`src/rtl/mem_bus_ctrl_if.sv`:
```
`default_nettype none
// ============================================================================
//  Module   : mem_bus_ctrl_if
//  Purpose  : Groups the MEM-stage request, pipeline status and data-bus
//             handshake signals of mem_bus_ctrl. The controller is the bus
//             master; the pipeline/RAM side is the slave view.
//  Revision : 1.0  initial release
// ============================================================================
interface mem_bus_ctrl_if;
    // MEM-stage request
    logic        mem_req_i;
    logic        mem_we_i;
    logic [1:0]  mem_size_i;
    logic        mem_sign_i;
    logic [31:0] mem_addr_i;
    logic [31:0] mem_wdata_i;
    // Pipeline status / load return
    logic        stall_o;
    logic [31:0] rdata_o;
    logic        rdata_valid_o;
    logic        align_err_o;
    logic        bus_err_o;
    // Data bus
    logic        bus_req_o;
    logic        bus_we_o;
    logic [31:0] bus_addr_o;
    logic [3:0]  bus_be_o;
    logic [31:0] bus_wdata_o;
    logic        bus_ack_i;
    logic [31:0] bus_rdata_i;

    modport master (
        input  mem_req_i, mem_we_i, mem_size_i, mem_sign_i, mem_addr_i, mem_wdata_i,
        input  bus_ack_i, bus_rdata_i,
        output stall_o, rdata_o, rdata_valid_o, align_err_o, bus_err_o,
        output bus_req_o, bus_we_o, bus_addr_o, bus_be_o, bus_wdata_o
    );

    modport slave (
        output mem_req_i, mem_we_i, mem_size_i, mem_sign_i, mem_addr_i, mem_wdata_i,
        output bus_ack_i, bus_rdata_i,
        input  stall_o, rdata_o, rdata_valid_o, align_err_o, bus_err_o,
        input  bus_req_o, bus_we_o, bus_addr_o, bus_be_o, bus_wdata_o
    );
endinterface
`default_nettype wire

```
`src/rtl/mem_bus_ctrl.sv`:
```
`default_nettype none
// ============================================================================
//  Module   : mem_bus_ctrl
//  Purpose  : Sequences MEM-stage loads/stores onto a single-port req/ack data
//             bus, stalls the pipeline per access, extends load data, and
//             flags misaligned accesses and bus timeouts.
//  Revision : 1.0  initial release
// ============================================================================
module mem_bus_ctrl #(
    parameter int unsigned TIMEOUT = 255
) (
    input  wire logic      clk,
    input  wire logic      rst,
    mem_bus_ctrl_if.master mbus
);

    typedef enum logic [1:0] {
        ST_IDLE = 2'd0,
        ST_REQ  = 2'd1,
        ST_DONE = 2'd2
    } state_t;

    localparam logic [7:0] c_TIMEOUT_LAST = 8'(TIMEOUT - 1);

    state_t      r_state;
    logic [7:0]  r_cnt;
    logic        r_we;
    logic [1:0]  r_size;
    logic [1:0]  r_off;
    logic        r_sign;

    logic [31:0] r_rdata;
    logic        r_rdata_valid;
    logic        r_align_err;
    logic        r_bus_err;
    logic        r_bus_req;
    logic        r_bus_we;
    logic [31:0] r_bus_addr;
    logic [3:0]  r_bus_be;
    logic [31:0] r_bus_wdata;

    logic        w_is_half;
    logic        w_is_word;
    logic        w_misaligned;
    logic        w_start;
    logic        w_timeout;
    logic [3:0]  w_be;
    logic [31:0] w_wdata;
    logic [7:0]  w_ld_byte;
    logic [15:0] w_ld_half;
    logic [31:0] w_ld_data;

    // Reserved size 2'b11 behaves as a word.
    assign w_is_half    = (mbus.mem_size_i == 2'b01);
    assign w_is_word    = mbus.mem_size_i[1];
    assign w_misaligned = (w_is_half & mbus.mem_addr_i[0]) |
                          (w_is_word & (mbus.mem_addr_i[1:0] != 2'b00));
    assign w_start      = (r_state == ST_IDLE) & mbus.mem_req_i & ~w_misaligned;
    assign w_timeout    = (r_cnt == c_TIMEOUT_LAST);

    always_comb begin
        w_be    = 4'b1111;
        w_wdata = mbus.mem_wdata_i;
        case (mbus.mem_size_i)
            2'b00: begin
                w_be    = 4'b1000 >> mbus.mem_addr_i[1:0];
                w_wdata = {4{mbus.mem_wdata_i[7:0]}};
            end
            2'b01: begin
                w_be    = mbus.mem_addr_i[1] ? 4'b0011 : 4'b1100;
                w_wdata = {2{mbus.mem_wdata_i[15:0]}};
            end
            default: begin
                w_be    = 4'b1111;
                w_wdata = mbus.mem_wdata_i;
            end
        endcase
    end

    // Big-endian lane selection: offset 0 lives in bits [31:24].
    always_comb begin
        w_ld_byte = mbus.bus_rdata_i[7:0];
        case (r_off)
            2'd0:    w_ld_byte = mbus.bus_rdata_i[31:24];
            2'd1:    w_ld_byte = mbus.bus_rdata_i[23:16];
            2'd2:    w_ld_byte = mbus.bus_rdata_i[15:8];
            default: w_ld_byte = mbus.bus_rdata_i[7:0];
        endcase
        w_ld_half = r_off[1] ? mbus.bus_rdata_i[15:0] : mbus.bus_rdata_i[31:16];
        w_ld_data = mbus.bus_rdata_i;
        case (r_size)
            2'b00:   w_ld_data = {{24{r_sign & w_ld_byte[7]}}, w_ld_byte};
            2'b01:   w_ld_data = {{16{r_sign & w_ld_half[15]}}, w_ld_half};
            default: w_ld_data = mbus.bus_rdata_i;
        endcase
    end

    always_ff @(posedge clk or posedge rst) begin
        if (rst) begin
            r_state       <= ST_IDLE;
            r_cnt         <= 8'd0;
            r_we          <= 1'b0;
            r_size        <= 2'b00;
            r_off         <= 2'b00;
            r_sign        <= 1'b0;
            r_rdata       <= 32'd0;
            r_rdata_valid <= 1'b0;
            r_align_err   <= 1'b0;
            r_bus_err     <= 1'b0;
            r_bus_req     <= 1'b0;
            r_bus_we      <= 1'b0;
            r_bus_addr    <= 32'd0;
            r_bus_be      <= 4'b0000;
            r_bus_wdata   <= 32'd0;
        end else begin
            r_rdata_valid <= 1'b0;
            r_align_err   <= 1'b0;
            r_bus_err     <= 1'b0;
            case (r_state)
                ST_IDLE: begin
                    r_cnt <= 8'd0;
                    if (mbus.mem_req_i) begin
                        if (w_misaligned) begin
                            r_align_err <= 1'b1;
                        end else begin
                            r_we        <= mbus.mem_we_i;
                            r_size      <= mbus.mem_size_i;
                            r_sign      <= mbus.mem_sign_i;
                            r_off       <= mbus.mem_addr_i[1:0];
                            r_bus_req   <= 1'b1;
                            r_bus_we    <= mbus.mem_we_i;
                            r_bus_addr  <= {mbus.mem_addr_i[31:2], 2'b00};
                            r_bus_be    <= w_be;
                            r_bus_wdata <= w_wdata;
                            r_state     <= ST_REQ;
                        end
                    end
                end
                ST_REQ: begin
                    r_cnt <= r_cnt + 8'd1;
                    // An ack on the final allowed cycle still completes normally.
                    if (mbus.bus_ack_i) begin
                        r_bus_req     <= 1'b0;
                        r_rdata_valid <= ~r_we;
                        if (!r_we) begin
                            r_rdata <= w_ld_data;
                        end
                        r_state <= ST_DONE;
                    end else if (w_timeout) begin
                        r_bus_req     <= 1'b0;
                        r_bus_err     <= 1'b1;
                        r_rdata_valid <= ~r_we;
                        r_rdata       <= 32'd0;
                        r_state       <= ST_DONE;
                    end
                end
                ST_DONE: begin
                    r_state <= ST_IDLE;
                end
                default: begin
                    r_state <= ST_IDLE;
                end
            endcase
        end
    end

    assign mbus.stall_o       = w_start | (r_state == ST_REQ);
    assign mbus.rdata_o       = r_rdata;
    assign mbus.rdata_valid_o = r_rdata_valid;
    assign mbus.align_err_o   = r_align_err;
    assign mbus.bus_err_o     = r_bus_err;
    assign mbus.bus_req_o     = r_bus_req;
    assign mbus.bus_we_o      = r_bus_we;
    assign mbus.bus_addr_o    = r_bus_addr;
    assign mbus.bus_be_o      = r_bus_be;
    assign mbus.bus_wdata_o   = r_bus_wdata;

endmodule
`default_nettype wire

```
`src/flat_wrapper.sv`:
```
// flat-port wrapper written by rule: the top's interface ports become plain ports
module mem_bus_ctrl_flat 
#(
    parameter int unsigned TIMEOUT = 255
)
  (clk, rst, mbus_mem_req_i, mbus_mem_we_i, mbus_mem_size_i, mbus_mem_sign_i, mbus_mem_addr_i, mbus_mem_wdata_i, mbus_bus_ack_i, mbus_bus_rdata_i, mbus_stall_o, mbus_rdata_o, mbus_rdata_valid_o, mbus_align_err_o, mbus_bus_err_o, mbus_bus_req_o, mbus_bus_we_o, mbus_bus_addr_o, mbus_bus_be_o, mbus_bus_wdata_o);
  mem_bus_ctrl_if mbus_i ();
  input  wire logic clk;
  input  wire logic rst;
  input wire logic [$bits(mbus_i.mem_req_i)-1:0] mbus_mem_req_i;
  input wire logic [$bits(mbus_i.mem_we_i)-1:0] mbus_mem_we_i;
  input wire logic [$bits(mbus_i.mem_size_i)-1:0] mbus_mem_size_i;
  input wire logic [$bits(mbus_i.mem_sign_i)-1:0] mbus_mem_sign_i;
  input wire logic [$bits(mbus_i.mem_addr_i)-1:0] mbus_mem_addr_i;
  input wire logic [$bits(mbus_i.mem_wdata_i)-1:0] mbus_mem_wdata_i;
  input wire logic [$bits(mbus_i.bus_ack_i)-1:0] mbus_bus_ack_i;
  input wire logic [$bits(mbus_i.bus_rdata_i)-1:0] mbus_bus_rdata_i;
  output wire logic [$bits(mbus_i.stall_o)-1:0] mbus_stall_o;
  output wire logic [$bits(mbus_i.rdata_o)-1:0] mbus_rdata_o;
  output wire logic [$bits(mbus_i.rdata_valid_o)-1:0] mbus_rdata_valid_o;
  output wire logic [$bits(mbus_i.align_err_o)-1:0] mbus_align_err_o;
  output wire logic [$bits(mbus_i.bus_err_o)-1:0] mbus_bus_err_o;
  output wire logic [$bits(mbus_i.bus_req_o)-1:0] mbus_bus_req_o;
  output wire logic [$bits(mbus_i.bus_we_o)-1:0] mbus_bus_we_o;
  output wire logic [$bits(mbus_i.bus_addr_o)-1:0] mbus_bus_addr_o;
  output wire logic [$bits(mbus_i.bus_be_o)-1:0] mbus_bus_be_o;
  output wire logic [$bits(mbus_i.bus_wdata_o)-1:0] mbus_bus_wdata_o;
  assign mbus_i.mem_req_i = mbus_mem_req_i;
  assign mbus_i.mem_we_i = mbus_mem_we_i;
  assign mbus_i.mem_size_i = mbus_mem_size_i;
  assign mbus_i.mem_sign_i = mbus_mem_sign_i;
  assign mbus_i.mem_addr_i = mbus_mem_addr_i;
  assign mbus_i.mem_wdata_i = mbus_mem_wdata_i;
  assign mbus_i.bus_ack_i = mbus_bus_ack_i;
  assign mbus_i.bus_rdata_i = mbus_bus_rdata_i;
  assign mbus_stall_o = mbus_i.stall_o;
  assign mbus_rdata_o = mbus_i.rdata_o;
  assign mbus_rdata_valid_o = mbus_i.rdata_valid_o;
  assign mbus_align_err_o = mbus_i.align_err_o;
  assign mbus_bus_err_o = mbus_i.bus_err_o;
  assign mbus_bus_req_o = mbus_i.bus_req_o;
  assign mbus_bus_we_o = mbus_i.bus_we_o;
  assign mbus_bus_addr_o = mbus_i.bus_addr_o;
  assign mbus_bus_be_o = mbus_i.bus_be_o;
  assign mbus_bus_wdata_o = mbus_i.bus_wdata_o;
  mem_bus_ctrl #(.TIMEOUT(TIMEOUT)) u_core (.clk(clk), .rst(rst), .mbus(mbus_i));
endmodule
```
`config.mk`:
```
export PLATFORM = sky130hd
export DESIGN_NAME = mem_bus_ctrl_flat
export DESIGN_NICKNAME = d
export VERILOG_FILES = /design/src/rtl/mem_bus_ctrl_if.sv /design/src/rtl/mem_bus_ctrl.sv /design/src/flat_wrapper.sv
export SDC_FILE = /design/constraint.sdc
export NUM_CORES = 1
export LEC_CHECK = 0
export ABC_AREA = 1
export BUFFER_PORTS_ARGS = -buffer_cell sky130_fd_sc_hd__buf_2
export CORE_ASPECT_RATIO = 1.1
export CORE_MARGIN = 10
export CORE_UTILIZATION = 50
export DETAILED_ROUTE_END_ITERATION = 6
export PLACE_DENSITY = 0.91
export SYNTH_ARGS = -nofsm -noshare
export SYNTH_HDL_FRONTEND = slang
export SYNTH_SLANG_ARGS = --single-unit
```
`constraint.sdc`:
```
create_clock -name clk -period 5.25 [get_ports clk]
set_input_delay 1.05 -clock clk [delete_from_list [all_inputs] [get_ports clk]]
set_output_delay 1.05 -clock clk [all_outputs]
set_load 0.005 [all_outputs]
```
Word-level counts from Yosys, hierarchy flattened
Index checks and enable logic that the tools add are counted.
{"block": "totals", "register_bits": 118, "input_bits": 104, "out_inout_bits": 106, "wordCells": 76}
{"block": "op_classes", "addsub": 1, "n_eq_ne": 10, "n_shift": 1, "muxes": 29, "bitwise": 10, "n_reduce_logical": 11}
{"cell": "$pmux 32 s2", "n": 2}
{"cell": "$mux 32", "n": 3}
{"cell": "$pmux 8 s3", "n": 1}
{"cell": "$mux 16", "n": 1}
{"cell": "$pmux 8 s2", "n": 1}
{"cell": "$mux 1", "n": 13}
{"cell": "$reduce_and 3->1", "n": 3}
{"cell": "$add 8x1->8 const B", "n": 1}
{"cell": "$eq 2x1->1 const B", "n": 4}
{"cell": "$eq 8x8->1 const B", "n": 1}
{"cell": "$logic_not 2->1", "n": 4}
{"cell": "$mux 2", "n": 4}
{"cell": "$pmux 4 s2", "n": 1}
{"cell": "$and 1x1->1", "n": 6}
{"cell": "$ne 2x2->1 const B", "n": 3}
{"cell": "$reduce_bool 2->1", "n": 3}
{"cell": "$mux 4", "n": 1}
{"cell": "$pmux 2 s2", "n": 1}
{"cell": "$reduce_and 4->1", "n": 1}
{"cell": "$shr 4x2->4 const A", "n": 1}
{"cell": "$ne 3x2->1 const B", "n": 1}
{"cell": "$eq 2x2->1 const B", "n": 1}
{"cell": "$not 1->1", "n": 2}
{"cell": "$or 1x1->1", "n": 2}
{"cell": "$pmux 1 s2", "n": 1}

Logic depth before layout (Yosys ltp)
{"block": "logic_depth", "depth_word": 6, "mapped_depth": 11}

Worst setup path after synthesis
OpenSTA, ideal clock, no wires.
{"block": "synth_path", "path_kind": "input-to-output", "startpoint": "input port mbus_mem_size_i[1]", "endpoint": "output port mbus_stall_o", "arrival_ns": 2.027, "path_slack_ns": 2.173, "stages": 8, "path_cell_list": "buf_4 nor2_4 inv_2 a21oi_4 inv_2 buf_6 buf_6 nand2_1"}
{"block": "synth_via", "elab_chain_len": 6, "word_cells_on_any_way": 7}
{"item": "start, declared", "line": "flat_wrapper.sv:12", "rtl": "input wire logic [$bits(mbus_i.mem_size_i)-1:0] mbus_mem_size_i;"}
{"item": "$eq 2x1->1", "line": "mem_bus_ctrl.sv:54", "rtl": "assign w_is_half = (mbus.mem_size_i == 2'b01);"}
{"item": "$and 1x1->1", "line": "mem_bus_ctrl.sv:56", "rtl": "assign w_misaligned = (w_is_half & mbus.mem_addr_i[0]) |"}
{"item": "$or 1x1->1 (*)", "line": "mem_bus_ctrl.sv:56"}
{"item": "$not 1->1 (no line) (*)"}
{"item": "$and 1x1->1 (*)", "line": "mem_bus_ctrl.sv:58", "rtl": "assign w_start = (r_state == ST_IDLE) & mbus.mem_req_i & ~w_misaligned;"}
{"item": "$or 1x1->1 (*)", "line": "mem_bus_ctrl.sv:167", "rtl": "assign mbus.stall_o = w_start | (r_state == ST_REQ);"}
{"item": "end, declared", "line": "flat_wrapper.sv:18", "rtl": "output wire logic [$bits(mbus_i.stall_o)-1:0] mbus_stall_o;"}
Every way passes the cells marked *; elsewhere a longest branch is shown, timed or not.

Worst setup path in the final report
Ends and elaborated chain as after synthesis.

==> metrics.yaml <==
floorplan:
  die_area_um2: 15950
  die_y_um: 131.5
  core_area_um2: 11010
  initial_core_util_pct: 51.28
  die_w_um: 121.3
  num_rows: 40
  io_pins: 210
detailed_routing:
  drc: 6
  wl_um: 17730
  detail_route.iter0.violations: 588
  vias: 5720
  ant_nets: 0
  drt_first_pass_iters: 7
  vias_per_cell: 5.205
  wl_per_cell_um: 16.13
placed_design:
  place_area_um2: 6690
  io_buffer_count: 207
  routabilityCongestion: 0.8980
  dp_hpwl_um: 12900
timing:
  finalCriticalPeriod_ps: 3709
  finalCritPeriodShare_pct: 70.64
  tightest_slew_ps: 1036
  slew_viol_final: 0
  hold_violations: 0
  skew_ps: 10.25
  setup_violations: 0
  relSlewSlack_pct: 30.77
  timing.hold.ws_ps: 466.6
  rsz0062_at_grt: "false"
  fmax_ghz: 0.2696
  final.setup.tns_ps: 0
clock_network:
  cts_hold_buffers: 0
  clockBufferDepth: 2
  htreeDepth: 4
  postCtsSetupBuffers: 0
  cts_inserted_buffers: 17
  cts.clk_slew.worst_paths_ps: 50
  tritoncts: "yes"
  clock-root-buffer: "clkbuf_16"
  clock_sinks: 118
  clkLatencyLatePin_ps: 420
  post_cts_resized: 0
pwr:
  swShare_pct: 32.70
  pwr-share-clk_pct: 35.6
  combPwrFrac_pct: 26.5
  powerDensity_nw_per_um2: 481.2
  p_int_mw: 2.375
  ir_drop_mv: 0.2219
  leakage_nw: 4.287
  switchingPower_mw: 1.154
  seqPwrFrac_pct: 37.9
  total_power_mw: 3.529
yosys:
  avgSynthCellArea_um2: 7.549
  synthFlopType: "dfrtp_1"
  yosysTopAreaCell: "dfrtp_1"
  async_flop_share_pct: 100.0
  synth_top_area_share_pct: 52.29
  yosysSeqAreaShare_pct: 52.29
  ys_warn_count: 0
  syn_inst: 748
  synth_edf_count: 0
  synth_most_common_cell: "nand2_1"
  synth.area.top_cells: "dfrtp_1 (52%), nand2_1 (23%), nand3_1 (5.5%)"
  synth_common_cells: "nand2_1 (345), dfrtp_1 (118), nand3_1 (62), nor2_1 (45), inv_1 (38)"
  syn-cell-area_um2: 5647
  ys_ff_latch: 118
  synth_cell_types: 29
setup_path:
  cp_common_cell: "buf_2"
  startpoint_type: "input pin"
  critical_path.endpoint_type: "output pin"
  cp.required_ps: 4200
  max_stage_delay_ps: 450
  crit_path_top_delay_cell: "inv_1"
  crit_buf_inv: 4
  critPathKind: "in2out"
  r2r_setup_slack_ps: 2830
  crit_chain: "buf_2 > inv_1 > o21ai_1 > a21oi_4 > inv_2 > nand2_1 > buf_2"
  critPathTopFamily: "buffers and inverters"
  arrival_ps: 2660
  crit_fanout: 29
cells_and_area:
  final_layout_size_suffix_gt1_share_pct: 26.58
  area_growth_pct: 29.87
  fin_util_pct: 66.60
  n_antenna_cell: 0
  fin_area_um2: 7333
  finish.net_count: 1045
global_route:
  grt_overflow_total: 0
  grt_max_degree: 86
  grt_pass1_vias: 5726
  grt.total_usage_pct: 22.05
  grt_pass1_wl_um: 28460
  antenna_found_initial: 1
outcome:
  outcome: "complete, but fails checks"
  violations: "DRC"
job:
  drv_cap: 0
hold_path:
  hp-class: "reg2reg"
## logic make-up after synthesis
| family | synth area share, % |
|---|---|
| xor gates and xnor gates | 0.1551 |
| DFF | 52.29 |
| AOI/OAI and AO/OA | 8.088 |
| other | 0.06641 |
| buffers and inverters | 6.758 |
| and+or+nand+nor | 32.20 |
| adders and majority gates | 0.4431 |
## stage by stage
| stage | setup WS [ps] | instances |
|---|---|---|
| after floorplan | 1071 | 749 |
| after CTS | 1568 | 1099 |
| after global placement | 1653 | 1067 |
| after global routing | 1352 | 1099 |
| final | 1541 | 1099 |
| after detailed placement | 1573 | 1067 |
## layer usage
metal | routed length (µm) | up-vias | global-route usage, % | part of all wire [%]
li1 | - | 2737 | - | -
met1 | 6694 | 2658 | 25.29 | 38
met2 | 8507 | 293 | 34.97 | 48
met3 | 2163 | 30 | 10.07 | 12
met4 | 345 | 2 | 8.488 | 1.9
met5 | 17 | - | 0 | 0.096
## power groups by stage
stage / combinational (mW) / sequential (mW) / clock, mW
after global routing: 1.08 / 1.37 / 1.31
final: 0.935 / 1.34 / 1.26
after global placement: 0.911 / 1.33 / 0
after detailed placement: 0.945 / 1.34 / 0
after floorplan: 0.507 / 1.34 / 0
after CTS: 0.949 / 1.33 / 1.26
## area by class of cell
cell class	count	area (µm²)
Clock buffer	21	470.5
Clock inverter	11	172.7
Fill cell	937	3677
Inverter	42	160.2
Multi-Input combinational cell	548	2320
Sequential cell	118	2953
Tap cell	147	183.9
Timing Repair Buffer	212	1074
## registers in the layout (all words and copies together), names as in the netlist
| signal | count |
|---|---|
| u_core.mbus.bus_we_o | 1 |
| u_core.r_off | 2 |
| u_core.mbus.bus_err_o | 1 |
| u_core.mbus.bus_be_o | 4 |
| u_core.r_state | 2 |
| u_core.r_size | 2 |
| u_core.r_sign | 1 |
| u_core.mbus.rdata_valid_o | 1 |
| u_core.mbus.bus_addr_o | 30 |
| u_core.r_cnt | 8 |
| u_core.mbus.bus_req_o | 1 |
| u_core.mbus.bus_wdata_o | 32 |
| u_core.mbus.align_err_o | 1 |
| u_core.mbus.rdata_o | 32 |
## path summary, 6_finish.rpt
kind / start / endpoint / depth (start not counted)
worst max register to register: u_core.r_size[1] / u_core.mbus.rdata_o[27] / 7
worst max-delay path: mbus_mem_size_i[1] / mbus_stall_o / 7
worst min-delay path: u_core.mbus.bus_wdata_o[5] / u_core.mbus.bus_wdata_o[5] / 2
worst min register to register: u_core.mbus.bus_wdata_o[5] / u_core.mbus.bus_wdata_o[5] / 2
min in group asynchronous: rst / u_core.mbus.bus_addr_o[27] / 2
max in group asynchronous: rst / u_core.mbus.bus_addr_o[25] / 3
## layout by cell type (no fill, tap or decap), types with 2 or more instances in the layout
master / n
o21ai_0: 28
ha_1: 2
buf_4: 5
clkinv_4: 2
bufinv_16: 4
nand3_1: 62
buf_2: 207
clkinvlp_4: 4
nor3_1: 2
a21oi_1: 35
inv_1: 37
inv_2: 4
nor2_1: 45
dfrtp_1: 118
nand2_1: 345
clkbuf_8: 3
conb_1: 2
o211ai_1: 4
clkbuf_16: 17
o21ai_1: 12
## worst register-to-register path, stage by stage, from the launching register on
cell and delay [ps]:
dfrtp_1 570, inv_2 430, nand2_1 330, nor2_1 200, nand3_2 210, nand2_2 330
nand3_1 150, nand2_1 140
No activity file was read; power rests on OpenSTA's default activity.
